[config.mk]
export PLATFORM = sky130hd
export DESIGN_NAME = mpls_egress_demux
export DESIGN_NICKNAME = d
export VERILOG_FILES = /design/src/rtl/mpls_egress_demux.sv
export SDC_FILE = /design/constraint.sdc
export NUM_CORES = 1
export LEC_CHECK = 0
export BUFFER_PORTS_ARGS = -buffer_cell sky130_fd_sc_hd__buf_2
export CAP_MARGIN = 20
export CORE_AREA = 4 4 482 484
export DETAILED_ROUTE_END_ITERATION = 8
export DIE_AREA = 0 0 486 488
export SLEW_MARGIN = 20
export SYNTH_ARGS = -nofsm -noshare
export SYNTH_HDL_FRONTEND = slang
export SYNTH_SLANG_ARGS = --single-unit
[constraint.sdc]
create_clock -name clk_i -period 3.3 [get_ports clk_i]
set_input_delay 0.66 -clock clk_i [delete_from_list [all_inputs] [get_ports clk_i]]
set_output_delay 0.66 -clock clk_i [all_outputs]
set_load 0.05 [all_outputs]
[src/rtl/mpls_egress_demux.sv]
// MPLS egress demultiplexer: steers packets from one converged AXI-Stream bus to
// per-port outputs through a single shared register stage, dropping misrouted packets.
module mpls_egress_demux #(
    parameter int NUM_EGR_PORTS = 4,
    parameter int DATA_BYTES    = 64,
    parameter int IDX_W         = (NUM_EGR_PORTS > 1) ? $clog2(NUM_EGR_PORTS) : 1
) (
    input  logic                      clk_i,
    input  logic                      reset_i,
    input  logic                      s_tvalid_i,
    output logic                      s_tready_o,
    input  logic [8*DATA_BYTES-1:0]   s_tdata_i,
    input  logic [DATA_BYTES-1:0]     s_tkeep_i,
    input  logic                      s_tlast_i,
    input  logic [IDX_W-1:0]          s_tuser_i,
    input  logic [NUM_EGR_PORTS-1:0]  egr_port_enable_i,
    output logic [NUM_EGR_PORTS-1:0]  m_tvalid_o,
    input  logic [NUM_EGR_PORTS-1:0]  m_tready_i,
    output logic [8*DATA_BYTES-1:0]   m_tdata_o,
    output logic [DATA_BYTES-1:0]     m_tkeep_o,
    output logic                      m_tlast_o,
    output logic [31:0]               fwd_pkt_count_o,
    output logic [31:0]               drop_pkt_count_o,
    output logic                      drop_pulse_o
);

    typedef enum logic [1:0] {
        ST_SOP  = 2'd0,
        ST_FWD  = 2'd1,
        ST_DROP = 2'd2
    } state_e;

    state_e                    state_q, state_d;
    logic [IDX_W-1:0]          sel_q, sel_d;
    logic                      out_valid_q, out_valid_d;
    logic [IDX_W-1:0]          out_sel_q, out_sel_d;
    logic [8*DATA_BYTES-1:0]   data_q, data_d;
    logic [DATA_BYTES-1:0]     keep_q, keep_d;
    logic                      last_q, last_d;
    logic [31:0]               fwd_cnt_q, fwd_cnt_d;
    logic [31:0]               drop_cnt_q, drop_cnt_d;
    logic                      drop_pulse_q, drop_pulse_d;

    logic                      port_en_s;
    logic                      out_ready_s;
    logic                      s_tready_s;
    logic                      accept_s;
    logic                      fwd_beat_s;
    logic                      drop_beat_s;
    logic [IDX_W-1:0]          dest_s;

    // Port lookup: an out-of-range index never matches, so it reads as disabled.
    always_comb begin
        port_en_s   = 1'b0;
        out_ready_s = 1'b0;
        m_tvalid_o  = '0;
        for (int i = 0; i < NUM_EGR_PORTS; i++) begin
            port_en_s     = port_en_s   | (egr_port_enable_i[i] & (s_tuser_i == IDX_W'(i)));
            out_ready_s   = out_ready_s | (m_tready_i[i] & (out_sel_q == IDX_W'(i)));
            m_tvalid_o[i] = out_valid_q & (out_sel_q == IDX_W'(i));
        end
    end

    assign s_tready_s = !reset_i && ((state_q == ST_DROP) || !out_valid_q || out_ready_s);
    assign accept_s   = s_tvalid_i && s_tready_s;

    // Packet FSM: routing is decided on the first beat and held until tlast.
    always_comb begin
        state_d     = state_q;
        sel_d       = sel_q;
        dest_s      = sel_q;
        fwd_beat_s  = 1'b0;
        drop_beat_s = 1'b0;
        case (state_q)
            ST_SOP: begin
                if (accept_s) begin
                    if (port_en_s) begin
                        fwd_beat_s = 1'b1;
                        dest_s     = s_tuser_i;
                        sel_d      = s_tuser_i;
                        state_d    = s_tlast_i ? ST_SOP : ST_FWD;
                    end else begin
                        drop_beat_s = 1'b1;
                        state_d     = s_tlast_i ? ST_SOP : ST_DROP;
                    end
                end else begin
                    state_d = ST_SOP;
                end
            end
            ST_FWD: begin
                if (accept_s) begin
                    fwd_beat_s = 1'b1;
                    state_d    = s_tlast_i ? ST_SOP : ST_FWD;
                end else begin
                    state_d = ST_FWD;
                end
            end
            ST_DROP: begin
                if (accept_s) begin
                    drop_beat_s = 1'b1;
                    state_d     = s_tlast_i ? ST_SOP : ST_DROP;
                end else begin
                    state_d = ST_DROP;
                end
            end
            default: begin
                state_d = ST_SOP;
            end
        endcase
    end

    // Output stage: a load may coincide with the drain of the previous beat.
    always_comb begin
        out_valid_d = out_valid_q;
        out_sel_d   = out_sel_q;
        data_d      = data_q;
        keep_d      = keep_q;
        last_d      = last_q;
        if (fwd_beat_s) begin
            out_valid_d = 1'b1;
            out_sel_d   = dest_s;
            data_d      = s_tdata_i;
            keep_d      = s_tkeep_i;
            last_d      = s_tlast_i;
        end else if (out_valid_q && out_ready_s) begin
            out_valid_d = 1'b0;
        end else begin
            out_valid_d = out_valid_q;
        end
    end

    assign fwd_cnt_d    = (fwd_beat_s && s_tlast_i && (fwd_cnt_q != 32'hFFFF_FFFF))
                          ? (fwd_cnt_q + 32'd1) : fwd_cnt_q;
    assign drop_cnt_d   = (drop_beat_s && s_tlast_i && (drop_cnt_q != 32'hFFFF_FFFF))
                          ? (drop_cnt_q + 32'd1) : drop_cnt_q;
    assign drop_pulse_d = drop_beat_s && s_tlast_i;

    // State, output stage and counter registers with synchronous reset.
    always_ff @(posedge clk_i) begin
        if (reset_i) begin
            state_q      <= ST_SOP;
            sel_q        <= '0;
            out_valid_q  <= 1'b0;
            out_sel_q    <= '0;
            data_q       <= '0;
            keep_q       <= '0;
            last_q       <= 1'b0;
            fwd_cnt_q    <= 32'd0;
            drop_cnt_q   <= 32'd0;
            drop_pulse_q <= 1'b0;
        end else begin
            state_q      <= state_d;
            sel_q        <= sel_d;
            out_valid_q  <= out_valid_d;
            out_sel_q    <= out_sel_d;
            data_q       <= data_d;
            keep_q       <= keep_d;
            last_q       <= last_d;
            fwd_cnt_q    <= fwd_cnt_d;
            drop_cnt_q   <= drop_cnt_d;
            drop_pulse_q <= drop_pulse_d;
        end
    end

    assign s_tready_o       = s_tready_s;
    assign m_tdata_o        = data_q;
    assign m_tkeep_o        = keep_q;
    assign m_tlast_o        = last_q;
    assign fwd_pkt_count_o  = fwd_cnt_q;
    assign drop_pkt_count_o = drop_cnt_q;
    assign drop_pulse_o     = drop_pulse_q;

endmodule

==> flow_summary.toml <==
[outcome]
run_status = "finished, final reports clean"

[setup_path]
critical_path.max_stage_delay_ns = 0.47
timing.critical_path.from_type = "flip-flop"
cpMaxStageDelayCell = "dfxtp_1"
crit_chain = "mux2i_1 -> a41oi_2 -> and2_1 -> buf_2"
critical_path_required_ns = 2.64
worstSetupPathType = "flip-flop to primary output"
timing.critical_path.buf_inv = 1
critical_path_arrival_ns = 2.34
critical_path.top_delay_family = "flip-flops"
critical_path.endpoint_type = "primary output"
worst-path-max-fanout = 7

[clocking]
cts_repair_resize_count = 0
clock_pin_slew_reported_for_the_worst_setup_and_hold_paths_after_clock_tree_synthesis_ns = 0.06
postCtsSetupRepairBufs = 0
worst_skew_pair.late_latency_ns = 0.72
clock_tree.htree_level_count = 3
maximum_buffer_depth_of_the_clock_tree = 3
clock-sinks = 649
tritoncts = "built"
root_buffer = "clkbuf_16"
post_cts_hold_buffer_count = 0
cts_buffers = 83

[route]
drt-vias-per-instance = 3.580
post_drt_wl_per_cell_um = 26.51
post-route-drc-count = 0
drtAntennaViolNets = 0
drt_pre_antenna_iters = 5
vias = 26090
drt_first_iter_violations = 1598
wl_um = 193200

[synthesis]
synth_flop_cell = "dfxtp_1"
synth_unique_cells = 47
ffs_w_async_s_r_synth = 0
synthesized_netlist_cell_count = 2943
synth.yosys.warnings = 0
synth_nets = 3535
dominant_combinational_cell_family_by_area_after_synthesis = "simple AND/OR/NAND/NOR gates"
synth_simple_gate_area_frac = 0.2455
seq_area_frac_synth = 0.5556
synth-xor-area-share = 0.02022
ys_ff_latch = 649
synth-compound-area-share = 0.1314
synth_adder_area_share = 0.001070
synth-edff-count = 0
post_synth.cell_area_avg_um2 = 7.946
synthesis.area_mm2 = 0.02338
multiplexer_fraction_of_the_synthesized_cell_area = 0.004548

[floorplanning]
io_pins = 1237
core_region_area_mm2 = 0.2273
floorplan.rows = 175
floorplan.initialDensity = 0.1029
dieHeight_um = 488
dieArea_mm2 = 0.2372
chipWidth_um = 486

[final_layout]
design_area_mm2 = 0.03620
layout_common_cells = "1235 x buf_2, 1185 x nand2_1, 649 x dfxtp_1, 585 x a21oi_1, 84 x clkbuf_16"
layout.cells.most_common = "buf_2"
synthToLayoutAreaGrowth_pct = 54.82
post_route_cells_drive_above_1_share = 0.3526
layout.nets = 4730
fillCellCount = 26090

[global_route]
groute.usage.overall = 0.1551
gr-total-overflow = 0
via_count_of_the_first_global_routing_pass = 23820
grt_max_degree = 163
first_pass_grt_wire_length_um = 241400
grt_antenna_before_repair = 332

[power_and_ir_drop]
p_per_area_mw_per_mm2 = 570.4
vdd.ir_drop.worst_v = 0.0003434
p_leak_nw = 15.06
total_power_mw = 20.65

[sta]
max_freq_ghz = 0.3329
finalCritPeriodShare = 0.9104
fin_crit_ns = 3.004
rsz_0062_raised_after_global_routing = "no"
final-hold-violation-count = 0
setup_total_negative_slack_ns = 0
finalSetupViolations = 0
worst_slew_pin_slew_ns = 0.9704
finalMaxSlewViolations = 0
fin_hold_ws_ns = 0.1800
max-slew-margin-rel = 0.3531
fin_skew_ns = 0.04807

[placement]
numPortBuffers = 1236
dpl-instance-area_mm2 = 0.03325
hpwl_um = 168200
globalplace.congestion = 0.8889

[job]
maxCapViolations = 0

[hold_path]
hold_class = "input pin to flip-flop"
## cell type report
type | instances | area [µm²] | share of cell area
tap | 3009 | 3765 | 0.1040
clock buffer | 105 | 2291 | 0.06328
antenna | 79 | 197.7 | 0.005460
clock inverter | 42 | 465.4 | 0.01286
multi-input combinational | 2079 | 9427 | 0.2604
timing repair buffer | 1319 | 7044 | 0.1946
inverter | 6 | 22.52 | 0.0006221
sequential | 649 | 12990 | 0.3589
## cell families after synthesis
| kind of cell | count (synthesis) |
|---|---|
| buffers and inverters | 215 |
| AND/OR/NAND/NOR | 1411 |
| adder cells (fa/ha/maj) | 2 |
| XOR/XNOR | 54 |
| flip-flops | 649 |
| multiplexers | 9 |
| AO/OA/AOI/OAI | 603 |
## power breakdown
| part | leakage, nW | internal, mW | switching, mW | total [mW] |
|---|---|---|---|---|
| logic | 8.44 | 0.776 | 2.28 | 3.06 |
| clock network | 1.36 | 5.35 | 3.92 | 9.27 |
| registers | 5.27 | 8.15 | 0.167 | 8.32 |
## synthesized netlist by cell type, types with 2 or more instances
library cell,number,share of area
nand2_1,1185,0.19
dfxtp_1,649,0.56
a21oi_1,585,0.13
buf_2,120,0.026
clkbuf_1,84,0.013
nor2_1,75,0.012
nand3_1,31,0.0066
nand4_1,31,0.0083
xor2_1,30,0.011
xnor2_1,24,0.0090
nor3_1,17,0.0036
and3_1,11,0.0029
nor4_1,11,0.0029
or3_1,11,0.0029
and4_1,8,0.0030
nor3_2,7,0.0030
inv_1,6,0.00096
mux2i_1,5,0.0021
nor2b_1,5,0.0013
nor4_2,5,0.0027
o21ai_0,4,0.00086
mux2_2,3,0.0014
or4_1,3,0.00096
a31oi_1,2,0.00053
and2_1,2,0.00053
buf_1,2,0.00032
buf_6,2,0.00096
ha_1,2,0.0011
nor4b_2,2,0.0013
o311ai_0,2,0.00075
o32ai_1,2,0.00075
o41ai_1,2,0.00075
## final timing paths
check	from	end	slack, ns	cells past startpoint
setup / recovery	out_sel_q[0]	s_tready_o	0.30	4
hold / removal	s_tkeep_i[15]	m_tkeep_o[15]	0.18	3
hold reg to reg	m_tdata_o[485]	m_tdata_o[485]	0.45	2
setup reg to reg	out_sel_q[0]	m_tkeep_o[59]	0.54	8
## flip-flops by register name (all words and copies together), names as in the netlist
name / cells
fwd_pkt_count_o: 32
m_tkeep_o: 64
drop_pkt_count_o: 32
m_tlast_o: 1
drop_pulse_o: 1
m_tdata_o: 512
state_q: 2
out_sel_q: 2
sel_q: 2
out_valid_q: 1
## stage by stage
step | cells | worst slack [ns] | util
2_1_floorplan | 2943 | 0.8803 | -
3_3_place_gp | 7062 | 0.4757 | 0.1463
6_report | 7288 | 0.2958 | 0.1593
5_1_grt | 7236 | 0.1834 | 0.1587
4_1_cts | 7209 | 0.2210 | 0.1584
3_5_place_dp | 7062 | 0.4254 | 0.1463
## worst register-to-register path, stage by stage, from the launching register on
cell and delay [ns]:
dfxtp_1 0.47, mux2i_1 0.20, a41oi_2 0.33, nand3_1 0.15, nor3_2 0.40, buf_12 0.28
buf_4 0.53, nand2_1 0.16, a21oi_1 0.14
## layer usage
| layer | share of wire | wire length [µm] | track usage | vias to the layer above |
|---|---|---|---|---|
| met5 | 0.0093 | 1792 | 0 | - |
| met4 | 0.044 | 8521 | 0.05592 | 272 |
| met3 | 0.17 | 33530 | 0.1242 | 597 |
| met2 | 0.46 | 89100 | 0.2576 | 1422 |
| met1 | 0.31 | 60230 | 0.1418 | 11670 |
| li1 | - | - | - | 12130 |
Power figures use the tool's default switching activity.
